### src/rtl/loader_pkg.sv
// loader_pkg: shared types and constants for the UART program loader.
//   loader_state_t   - FSM state encoding used by uart_loader
//   DEFAULT_ACK_BYTE - byte returned after a successful load
//   DEFAULT_NAK_BYTE - byte returned when the declared size does not fit
package loader_pkg;

    typedef enum logic [2:0] {
        S_SIZE,
        S_DATA,
        S_ACK,
        S_DONE,
        S_ERR
    } loader_state_t;

    localparam logic [7:0] DEFAULT_ACK_BYTE = 8'hAA;
    localparam logic [7:0] DEFAULT_NAK_BYTE = 8'hEE;

endpackage

### src/rtl/uart_loader_byte_packer.sv
// byte_packer: assembles 32-bit words from a little-endian byte stream.
//   clk, rst - clock and asynchronous active-high reset
//   en       - a byte is presented on din and consumed this cycle
//   din      - incoming byte
//   word     - assembled word, meaningful in the cycle done is high
//   done     - high in the cycle the 4th byte of a word is consumed
// The first three bytes are held in a shift register; the fourth byte is
// merged combinationally so the consumer can act on the word in the same
// cycle it completes.
module byte_packer (
    input  logic        clk,
    input  logic        rst,
    input  logic        en,
    input  logic [7:0]  din,
    output logic [31:0] word,
    output logic        done
);

    logic [1:0]  idx;
    logic [23:0] low;   // bytes 2..0 of the word in progress, newest on top

    assign word = {din, low};
    assign done = en && (idx == 2'd3);

    // NOTE: state registers use non-blocking assignments so every flop
    // samples the pre-edge values regardless of statement order.
    always_ff @(posedge clk or posedge rst) begin
        if (rst) begin
            idx <= 2'd0;
            low <= 24'd0;
        end else if (en) begin
            idx <= idx + 2'd1;
            low <= {din, low[23:8]};
        end
    end

endmodule

### src/rtl/uart_loader.sv
// uart_loader: receives a program over a byte FIFO and writes it into
// instruction memory, then releases the CPU.
// Protocol: 4-byte little-endian word count N, then N little-endian words.
//   clk, rst                  - clock, asynchronous active-high reset
//   rx_data, rx_empty         - first-word-fall-through receive FIFO head
//   rx_rd_en                  - pops the receive FIFO
//   tx_data, tx_full,tx_wr_en - transmit FIFO push interface (ACK / NAK)
//   imem_we, imem_addr,
//   imem_wdata                - instruction-memory write port
//   cpu_start                 - CPU release level after a successful load
//   busy                      - load in progress
//   err                       - sticky size-overflow flag
module uart_loader
    import loader_pkg::*;
#(
    parameter int         ADDR_W   = 14,
    parameter logic [7:0] ACK_BYTE = DEFAULT_ACK_BYTE,
    parameter logic [7:0] NAK_BYTE = DEFAULT_NAK_BYTE
) (
    input  logic              clk,
    input  logic              rst,
    input  logic [7:0]        rx_data,
    input  logic              rx_empty,
    output logic              rx_rd_en,
    output logic [7:0]        tx_data,
    input  logic              tx_full,
    output logic              tx_wr_en,
    output logic              imem_we,
    output logic [ADDR_W-1:0] imem_addr,
    output logic [31:0]       imem_wdata,
    output logic              cpu_start,
    output logic              busy,
    output logic              err
);

    localparam int          CNT_W    = ADDR_W + 1;
    localparam logic [32:0] CAPACITY = 33'd1 << ADDR_W;

    loader_state_t    state;
    logic [31:0]      size_n;
    logic [CNT_W-1:0] word_cnt;     // one extra bit so N = 2^ADDR_W cannot wrap
    logic [CNT_W-1:0] word_cnt_nxt;
    logic             nak_sent;
    logic [31:0]      pk_word;
    logic             pk_done;

    // The pop strobe is the only combinational output: the FIFO head is
    // consumed in the same cycle it is seen.
    assign rx_rd_en     = !rst && !rx_empty && ((state == S_SIZE) || (state == S_DATA));
    assign word_cnt_nxt = word_cnt + 1'b1;

    // Size and data bytes share one packer; the size phase consumes exactly
    // four bytes, so the byte index is already aligned for the first word.
    byte_packer u_packer (
        .clk  (clk),
        .rst  (rst),
        .en   (rx_rd_en),
        .din  (rx_data),
        .word (pk_word),
        .done (pk_done)
    );

    always_ff @(posedge clk or posedge rst) begin
        if (rst) begin
            state      <= S_SIZE;
            size_n     <= 32'd0;
            word_cnt   <= '0;
            nak_sent   <= 1'b0;
            tx_data    <= 8'd0;
            tx_wr_en   <= 1'b0;
            imem_we    <= 1'b0;
            imem_addr  <= '0;
            imem_wdata <= 32'd0;
            cpu_start  <= 1'b0;
            busy       <= 1'b0;
            err        <= 1'b0;
        end else begin
            imem_we  <= 1'b0;
            tx_wr_en <= 1'b0;
            case (state)
                S_SIZE: begin
                    if (rx_rd_en) begin
                        busy <= 1'b1;
                    end
                    if (pk_done) begin
                        size_n <= pk_word;
                        if (pk_word == 32'd0) begin
                            state <= S_ACK;
                        end else if ({1'b0, pk_word} > CAPACITY) begin
                            state <= S_ERR;
                            err   <= 1'b1;
                            busy  <= 1'b0;
                        end else begin
                            state <= S_DATA;
                        end
                    end
                end
                S_DATA: begin
                    if (pk_done) begin
                        imem_we    <= 1'b1;
                        imem_addr  <= word_cnt[ADDR_W-1:0];
                        imem_wdata <= pk_word;
                        word_cnt   <= word_cnt_nxt;
                        // Leave on the last byte so no extra byte is popped
                        // while the final write is being issued.
                        if (32'(word_cnt_nxt) == size_n) begin
                            state <= S_ACK;
                        end
                    end
                end
                S_ACK: begin
                    if (!tx_full) begin
                        tx_wr_en  <= 1'b1;
                        tx_data   <= ACK_BYTE;
                        state     <= S_DONE;
                        busy      <= 1'b0;
                        cpu_start <= 1'b1;
                    end
                end
                S_DONE: begin
                    cpu_start <= 1'b1;
                end
                S_ERR: begin
                    if (!nak_sent && !tx_full) begin
                        tx_wr_en <= 1'b1;
                        tx_data  <= NAK_BYTE;
                        nak_sent <= 1'b1;
                    end
                end
                default: begin
                    state <= S_SIZE;
                end
            endcase
        end
    end

endmodule

### config.mk
export PLATFORM = sky130hd
export DESIGN_NAME = uart_loader
export DESIGN_NICKNAME = d
export VERILOG_FILES = /design/src/rtl/loader_pkg.sv /design/src/rtl/uart_loader_byte_packer.sv /design/src/rtl/uart_loader.sv
export SDC_FILE = /design/constraint.sdc
export NUM_CORES = 1
export LEC_CHECK = 0
export CORE_UTILIZATION = 45
export DETAILED_ROUTE_END_ITERATION = 8
export PLACE_DENSITY = 0.63
export SETUP_SLACK_MARGIN = 0.3
export SYNTH_ARGS = -nofsm -noshare
export SYNTH_HDL_FRONTEND = slang
export SYNTH_HIERARCHICAL = 1
export SYNTH_SLANG_ARGS = --single-unit
### constraint.sdc
create_clock -name clk -period 4.3 [get_ports clk]
set_clock_uncertainty 0.05 [all_clocks]
set_input_delay 0.43 -clock clk [delete_from_list [all_inputs] [get_ports clk]]
set_output_delay 0.43 -clock clk [all_outputs]
set_load 0.02 [all_outputs]
# --- Yosys cells after proc, flatten, opt, wreduce, memory -nomap -nowiden ---
# Index checks and enable logic that the tools add are counted.
totals:
  word_cells: 76
  mem_count: 0
  ff_bits: 136
  ramBits: 0
  in_bits: 12
  out_inout_bits: 60
  latch_bits: 0
  mem_bits_ro: 0
op_classes:
  mux: 23
  shifts: 0
  n_bitwise: 2
  multipliers: 0
  n_addsub: 2
  eq_ne: 11
  magnitude_cmp: 1
  div: 0
  reduce_logical: 23
op_table:
  columns: ["op", "n"]
  rows:
  - ["$eq A15 B32 Y1", 1]
  - ["$gt A32 B15 Y1 const B", 1]
  - ["$logic_not A32 Y1", 1]
  - ["$mux W3", 6]
  - ["$mux W8", 2]
  - ["$pmux W8 S2", 1]
  - ["$add A15 B1 Y15 const B", 1]
  - ["$pmux W3 S4", 1]
  - ["$mux W1", 10]
  - ["$reduce_and A2 Y1", 5]
  - ["$ne A2 B2 Y1 const B", 4]
  - ["$eq A3 B2 Y1 const B", 2]
  - ["$pmux W1 S2", 3]
  - ["$reduce_bool A2 Y1", 3]
  - ["$reduce_and A5 Y1", 1]
  - ["$logic_and A1 B1 Y1", 4]
  - ["$logic_not A1 Y1", 4]
  - ["$reduce_and A4 Y1", 1]
  - ["$eq A3 B1 Y1 const B", 1]
  - ["$eq A3 B3 Y1 const B", 1]
  - ["$logic_not A3 Y1", 1]
  - ["$reduce_and A3 Y1", 1]
  - ["$add A2 B1 Y2 const B", 1]
  - ["$eq A2 B2 Y1 const B", 1]
  - ["other kinds (4)", 5]

# --- Logic depth before layout (Yosys ltp) ---
logic_depth:
  depth_word: 8
  ltp_mapped: 11
  depth_no_buf: 8

# --- Modules after synthesis ---
# Netlist, hierarchy kept.
modules_own_cells:
  columns: ["module", "cells_per_inst", "seq_area_each_um2", "instances", "area_each_um2"]
  rows:
  - ["uart_loader", 372, 2602.5, 1, 4720.8]
  - ["byte_packer", 66, 650.6, 1, 1142.3]

# --- Least setup slack after synthesis ---
# No wires, ideal clock.
synth_path:
  kind: "register -> register"
  from: "register state[1]"
  to: "register size_n[10]"
  period_less_slack_ns: 3.234
  t_required_ns: 4.125
  arrival_time_ns: 3.059
  stages_incl_launch_ff: 10
  slack_ns: 1.066
  path_cell_list: "dfrtp_1 clkbuf_1 nor4_1 buf_6 buf_12 and2_1 nand2b_1 nor3_1 buf_2 mux2_2"
synth_via:
  elab_chain_cells: 5
  word_cells_on_any_way: 6
synth_lines:
  columns: ["element", "line_no", "rtl"]
  rows:
  - ["start: declaration", "uart_loader.sv:39", "loader_state_t state;"]
  - ["start signal: assignment", "uart_loader.sv:65", "state <= S_SIZE;"]
  - ["start signal: assignment", "uart_loader.sv:88", "state <= S_ACK;"]
  - ["start signal: assignment", "uart_loader.sv:90", "state <= S_ERR;"]
  - ["$eq A3 B1 Y1 / $logic_not A3 Y1 (equally long branches)", "uart_loader.sv:49", "assign rx_rd_en = !rst && !rx_empty && ((state == S_SIZE) || (state == S_DATA));"]
  - ["$logic_or A1 B1 Y1 (*)", "uart_loader.sv:49", null]
  - ["$logic_and A1 B1 Y1 (*)", "uart_loader.sv:49", null]
  - ["net rx_rd_en", "uart_loader.sv:24", "output logic rx_rd_en,"]
  - ["$logic_and A1 B1 Y1 (*)", "uart_loader_byte_packer.sv:23", "assign done = en && (idx == 2'd3);"]
  - ["net pk_done", "uart_loader.sv:45", "logic pk_done;"]
  - ["$reduce_and A2 Y1 (no line) (*)", null, null]
  - ["end signal: assignment", "uart_loader.sv:86", "size_n <= pk_word;"]
  - ["end: declaration", "uart_loader.sv:40", "logic [31:0] size_n;"]
# The timed path passes the listed nets; every way through them passes the cells marked *.
# A chain may end at the register's enable or synchronous reset.

# --- Worst setup path after layout ---
layout_path:
  from: "register state[2]"
  to: "output rx_rd_en"
layout_via:
  elab_chain_cells: 3
  word_cells_on_any_way: 4
layout_lines:
  columns: ["element", "line_no"]
  rows:
  - ["$eq A3 B1 Y1 / $logic_not A3 Y1 (equally long branches)", "uart_loader.sv:49"]
  - ["$logic_or A1 B1 Y1 (*)", "uart_loader.sv:49"]
  - ["$logic_and A1 B1 Y1 (*)", "uart_loader.sv:49"]
  - ["end: declaration", "uart_loader.sv:24"]
# Every way passes the cells marked *; elsewhere a longest branch is shown, timed or not.

==> results.md <==
* Result of the run: finished, final reports clean
* Placement row count at 41
* Worst hold path cell count at 1
* Headroom to the max-slew limit at 0.3177
* Class of the tightest hold or removal check: reg -> reg
* Remaining global-route overflow at 0
* Mean number of vias per cell at roughly 5.2
* # IOs at just over 70
* Filler cells at 1053
* Yosys warnings at 6
* Synthesized flop and latch total at 130
* Leading post-synthesis cells by cell area: sky130_fd_sc_hd__dfrtp_1 (55%), sky130_fd_sc_hd__mux2_2 (16%), sky130_fd_sc_hd__mux2_4 (4.6%)
* Mean area per synthesized cell at between 10 and 15 um2
* DPL Wire Length at 7.714 mm
* Area of the mapped netlist at 5863 um2
* Antenna Violating Nets Remaining at 0
* Worst setup slack for register-to-register paths at approximately 1.8 ns
* DR vias at approximately 3500
* Chain of cells forming the critical path: nor4_2 > buf_4 > clkdlybuf4s50_1
* Number of iterations in the first detailed-routing pass at 6
* Achievable Freq at 342.7 MHz
* CP Buf/Inv Count at 2
* Number of resized instances in the post-cts repair step at 0
* Routed WL at 11.40 mm
* Library cell used as clock root buffer: sky130_fd_sc_hd__clkbuf_16
* Number of hold-slack violations in the final timing report at 0
* Share of Yosys cell area claimed by the top area cell type at 0.5548
* Worst-Margin Slew at 1.022 ns
* Reg-to-reg critical path startpoint: word_cnt[0]
* XOR/XNOR Fraction of Synth Area at 0.04631
* Fraction of final layout cells sized beyond drive strength 1 at 0.2913
* Share of synthesized area occupied by flip-flops and latches at 0.5548
* Share of synthesized cell area in full adder, half adder and majority cells at 0.004268
* Setup tns final at 0 ns
* Largest family of logic cells by synthesized area: multiplexers
* Min setup slack post-route at ~1.4 ns
* CP max-delay cell: sky130_fd_sc_hd__clkdlybuf4s50_1
* Number of clock sinks at 130
* Initial antenna violation count at 0
* Flip-flop cell with the highest count after synthesis: sky130_fd_sc_hd__dfrtp_1
* Buffer count from post-CTS setup fixing at 0
* Max FO, Critical Path at 28
* Worst Hold Launch: err
* Endpoint kind of the worst setup timing path: primary output
* DRC violation count after routing at 0
* Worst EP required at roughly 3.8 ns
* Kind of critical path: reg -> out
* Launching element of the worst setup path: state[2]
* Synthesized-area fraction occupied by and/or/nand/nor cells at 0.1031
* Placer Congestion at 0.7840
* Worst hold endpoint: err
* Final Setup Violations at 0
* Max clock buf depth at 2
* Layout-stage area growth over the synthesis result at 22.43%
* Portion of the clock cycle consumed by the worst path in the final layout at 0.6785
* Final antenna diode count at 0
* Multi-input combinational cell area at around 2300 um2
* GRT Resource Usage Total at 0.1907
* Post-route design area at ~7200 um2
* Die Ht at about 120 um
* Number of global-route vias before repair at 3635
* Data arrival at the endpoint of the critical path at 2.44 ns
* Crit path time final at between 2 and 3 ns
* Final routed wire length divided by cell count at 16.76 um
* Num CTS Buffers at 17
* Clock tree from TritonCTS: built
* Startpoint types: register
* Layout Nets at just over 500
* Top Family by Delay on Critical Path: buffers and inverters
* Cells after synthesis at 438
* Die Area at between 10000 and 15000 um2
* Largest net degree at the start of global routing at 79
* Ratio of total power to cell area at between 300 and 400 nW/um2
* DRC violation total after the first TritonRoute iteration at 103
* I/O Buffers at 69
* Cell taking the most area after synthesis: sky130_fd_sc_hd__dfrtp_1
* H-tree depth at 4
* Area inside the core boundary at around 13000 um2
* Skew-Pair Late Insertion Delay at roughly 0.41 ns
* First-pass GRT wire length at approximately 19 mm
* Width of the chip at about 120 um
* Number of flops mapped to enable cells by yosys at 0
* Total of max-cap violations at 0
* Endpoint of the most critical register-to-register path: state[1]
* Hold Buf Count CTS at 0
* Total cell area at the placement stage at approximately 6600 um2
* Most common cell in the netlist: sky130_fd_sc_hd__dfrtp_1
* Multiplexer area fraction after synthesis at 0.2111
* Flip-flop and latch area at around 3300 um2
* Maximum vdd drop at just over 0.2 mV
* Top post-synthesis cells by count: sky130_fd_sc_hd__dfrtp_1 (130), sky130_fd_sc_hd__mux2_2 (82), sky130_fd_sc_hd__xnor2_1 (20)
* Clock slew at the register clock pins of the worst setup and hold paths at 0.05 ns
* Fraction of registers with async set/reset at 1.000
* Worst slack at placement at approximately 1.5 ns
* Initial Utilization at 0.4627
* Leakage power of the design at about 3.4 nW
* Largest stage delay, worst path at about 0.7 ns
* Yosys cell types at 54
* Post-synthesis compound-gate area fraction at 0.03180
* Setup repair after global routing missed its margin: no
* Final count of pins violating max slew at 0
* Depth of the worst register-to-register path at 7
==> cell usage in the layout, fill, tap and decap left out, types with 3 or more instances in the layout <==
master,n
sky130_fd_sc_hd__dfrtp_1,130
sky130_fd_sc_hd__mux2_2,82
sky130_fd_sc_hd__clkdlybuf4s50_1,69
sky130_fd_sc_hd__xnor2_1,20
sky130_fd_sc_hd__mux2_4,18
sky130_fd_sc_hd__nor2_1,17
sky130_fd_sc_hd__clkbuf_16,17
sky130_fd_sc_hd__nand2_1,16
sky130_fd_sc_hd__nor4_1,13
sky130_fd_sc_hd__xor2_1,11
sky130_fd_sc_hd__nand4_1,9
sky130_fd_sc_hd__nand3_1,9
sky130_fd_sc_hd__o21ai_0,8
sky130_fd_sc_hd__nor3_1,5
sky130_fd_sc_hd__inv_1,5
sky130_fd_sc_hd__buf_4,5
sky130_fd_sc_hd__nand2b_1,4
sky130_fd_sc_hd__a21oi_1,4
sky130_fd_sc_hd__and3_1,4
sky130_fd_sc_hd__and4_1,3
sky130_fd_sc_hd__nor2b_1,3
sky130_fd_sc_hd__mux2_1,3
sky130_fd_sc_hd__clkinv_2,3
sky130_fd_sc_hd__clkbuf_1,3
sky130_fd_sc_hd__bufinv_16,3
sky130_fd_sc_hd__clkbuf_8,3
==> worst max path at each step <==
stage,end,slack (ns),cells after the start
6_report,rx_rd_en,1.38,3
5_1_grt,rx_rd_en,1.28,3
4_1_cts,rx_rd_en,1.35,3
3_5_place_dp,rx_rd_en,1.52,4
3_3_place_gp,rx_rd_en,1.51,4
2_1_floorplan,size_n[10],1.07,9
==> per-stage QoR <==
| stage | hold slack [ns] | utilization | cells | total power [mW] |
|---|---|---|---|---|
| 3_5_place_dp | 0.4092 | 0.5186 | 648 | 1.316 |
| 3_3_place_gp | 0.3979 | 0.5186 | 648 | 1.315 |
| 2_1_floorplan | 0.3948 | - | 439 | 1.294 |
| 6_report | 0.4156 | 0.5665 | 680 | 2.747 |
| 5_1_grt | 0.4382 | 0.5665 | 680 | 2.843 |
| 4_1_cts | 0.4228 | 0.5665 | 680 | 2.783 |
==> report_power, final <==
group,switching (mW),internal (mW)
registers,0.00559,1.23
logic,0.0387,0.0194
clock network,0.500,0.955
==> cell type report <==
type	count	share of cell area
inverter	6	0.003486
clock inverter	9	0.01795
sequential	130	0.4532
timing repair buffer	74	0.1014
multi-input combinational	266	0.3273
tap	172	0.02998
clock buffer	23	0.06659
==> sequential cells by signal (all words and copies together), names as in the netlist <==
register,count
busy,1
cpu_start,1
err,1
imem_addr,14
imem_wdata,32
imem_we,1
nak_sent,1
size_n,32
state,3
tx_data,2
tx_wr_en,1
u_packer/idx,2
u_packer/low,24
word_cnt,15
==> cells by family (layout without fill, tap and decap cells) <==
family          Yosys count  count (layout)
buf+inv                  43             112
other cells               1               2
compound gates           26              26
flops                   130             130
xor+xnor                 31              31
mux                     104             104
simple gates            101             101
fa+ha+maj                 2               2
==> metal layers <==
| layer | global-route usage | part of all wire | wire length [um] | vias up |
|---|---|---|---|---|
| met5 | 0 | 0 | 0 | - |
| met4 | 0.09231 | 0.024 | 268 | 0 |
| met3 | 0.04670 | 0.032 | 370 | 18 |
| met2 | 0.2905 | 0.46 | 5300 | 77 |
| met1 | 0.2567 | 0.48 | 5459 | 1760 |
| li1 | - | - | - | 1664 |
Note: power is estimated with default switching activity, not from simulation.
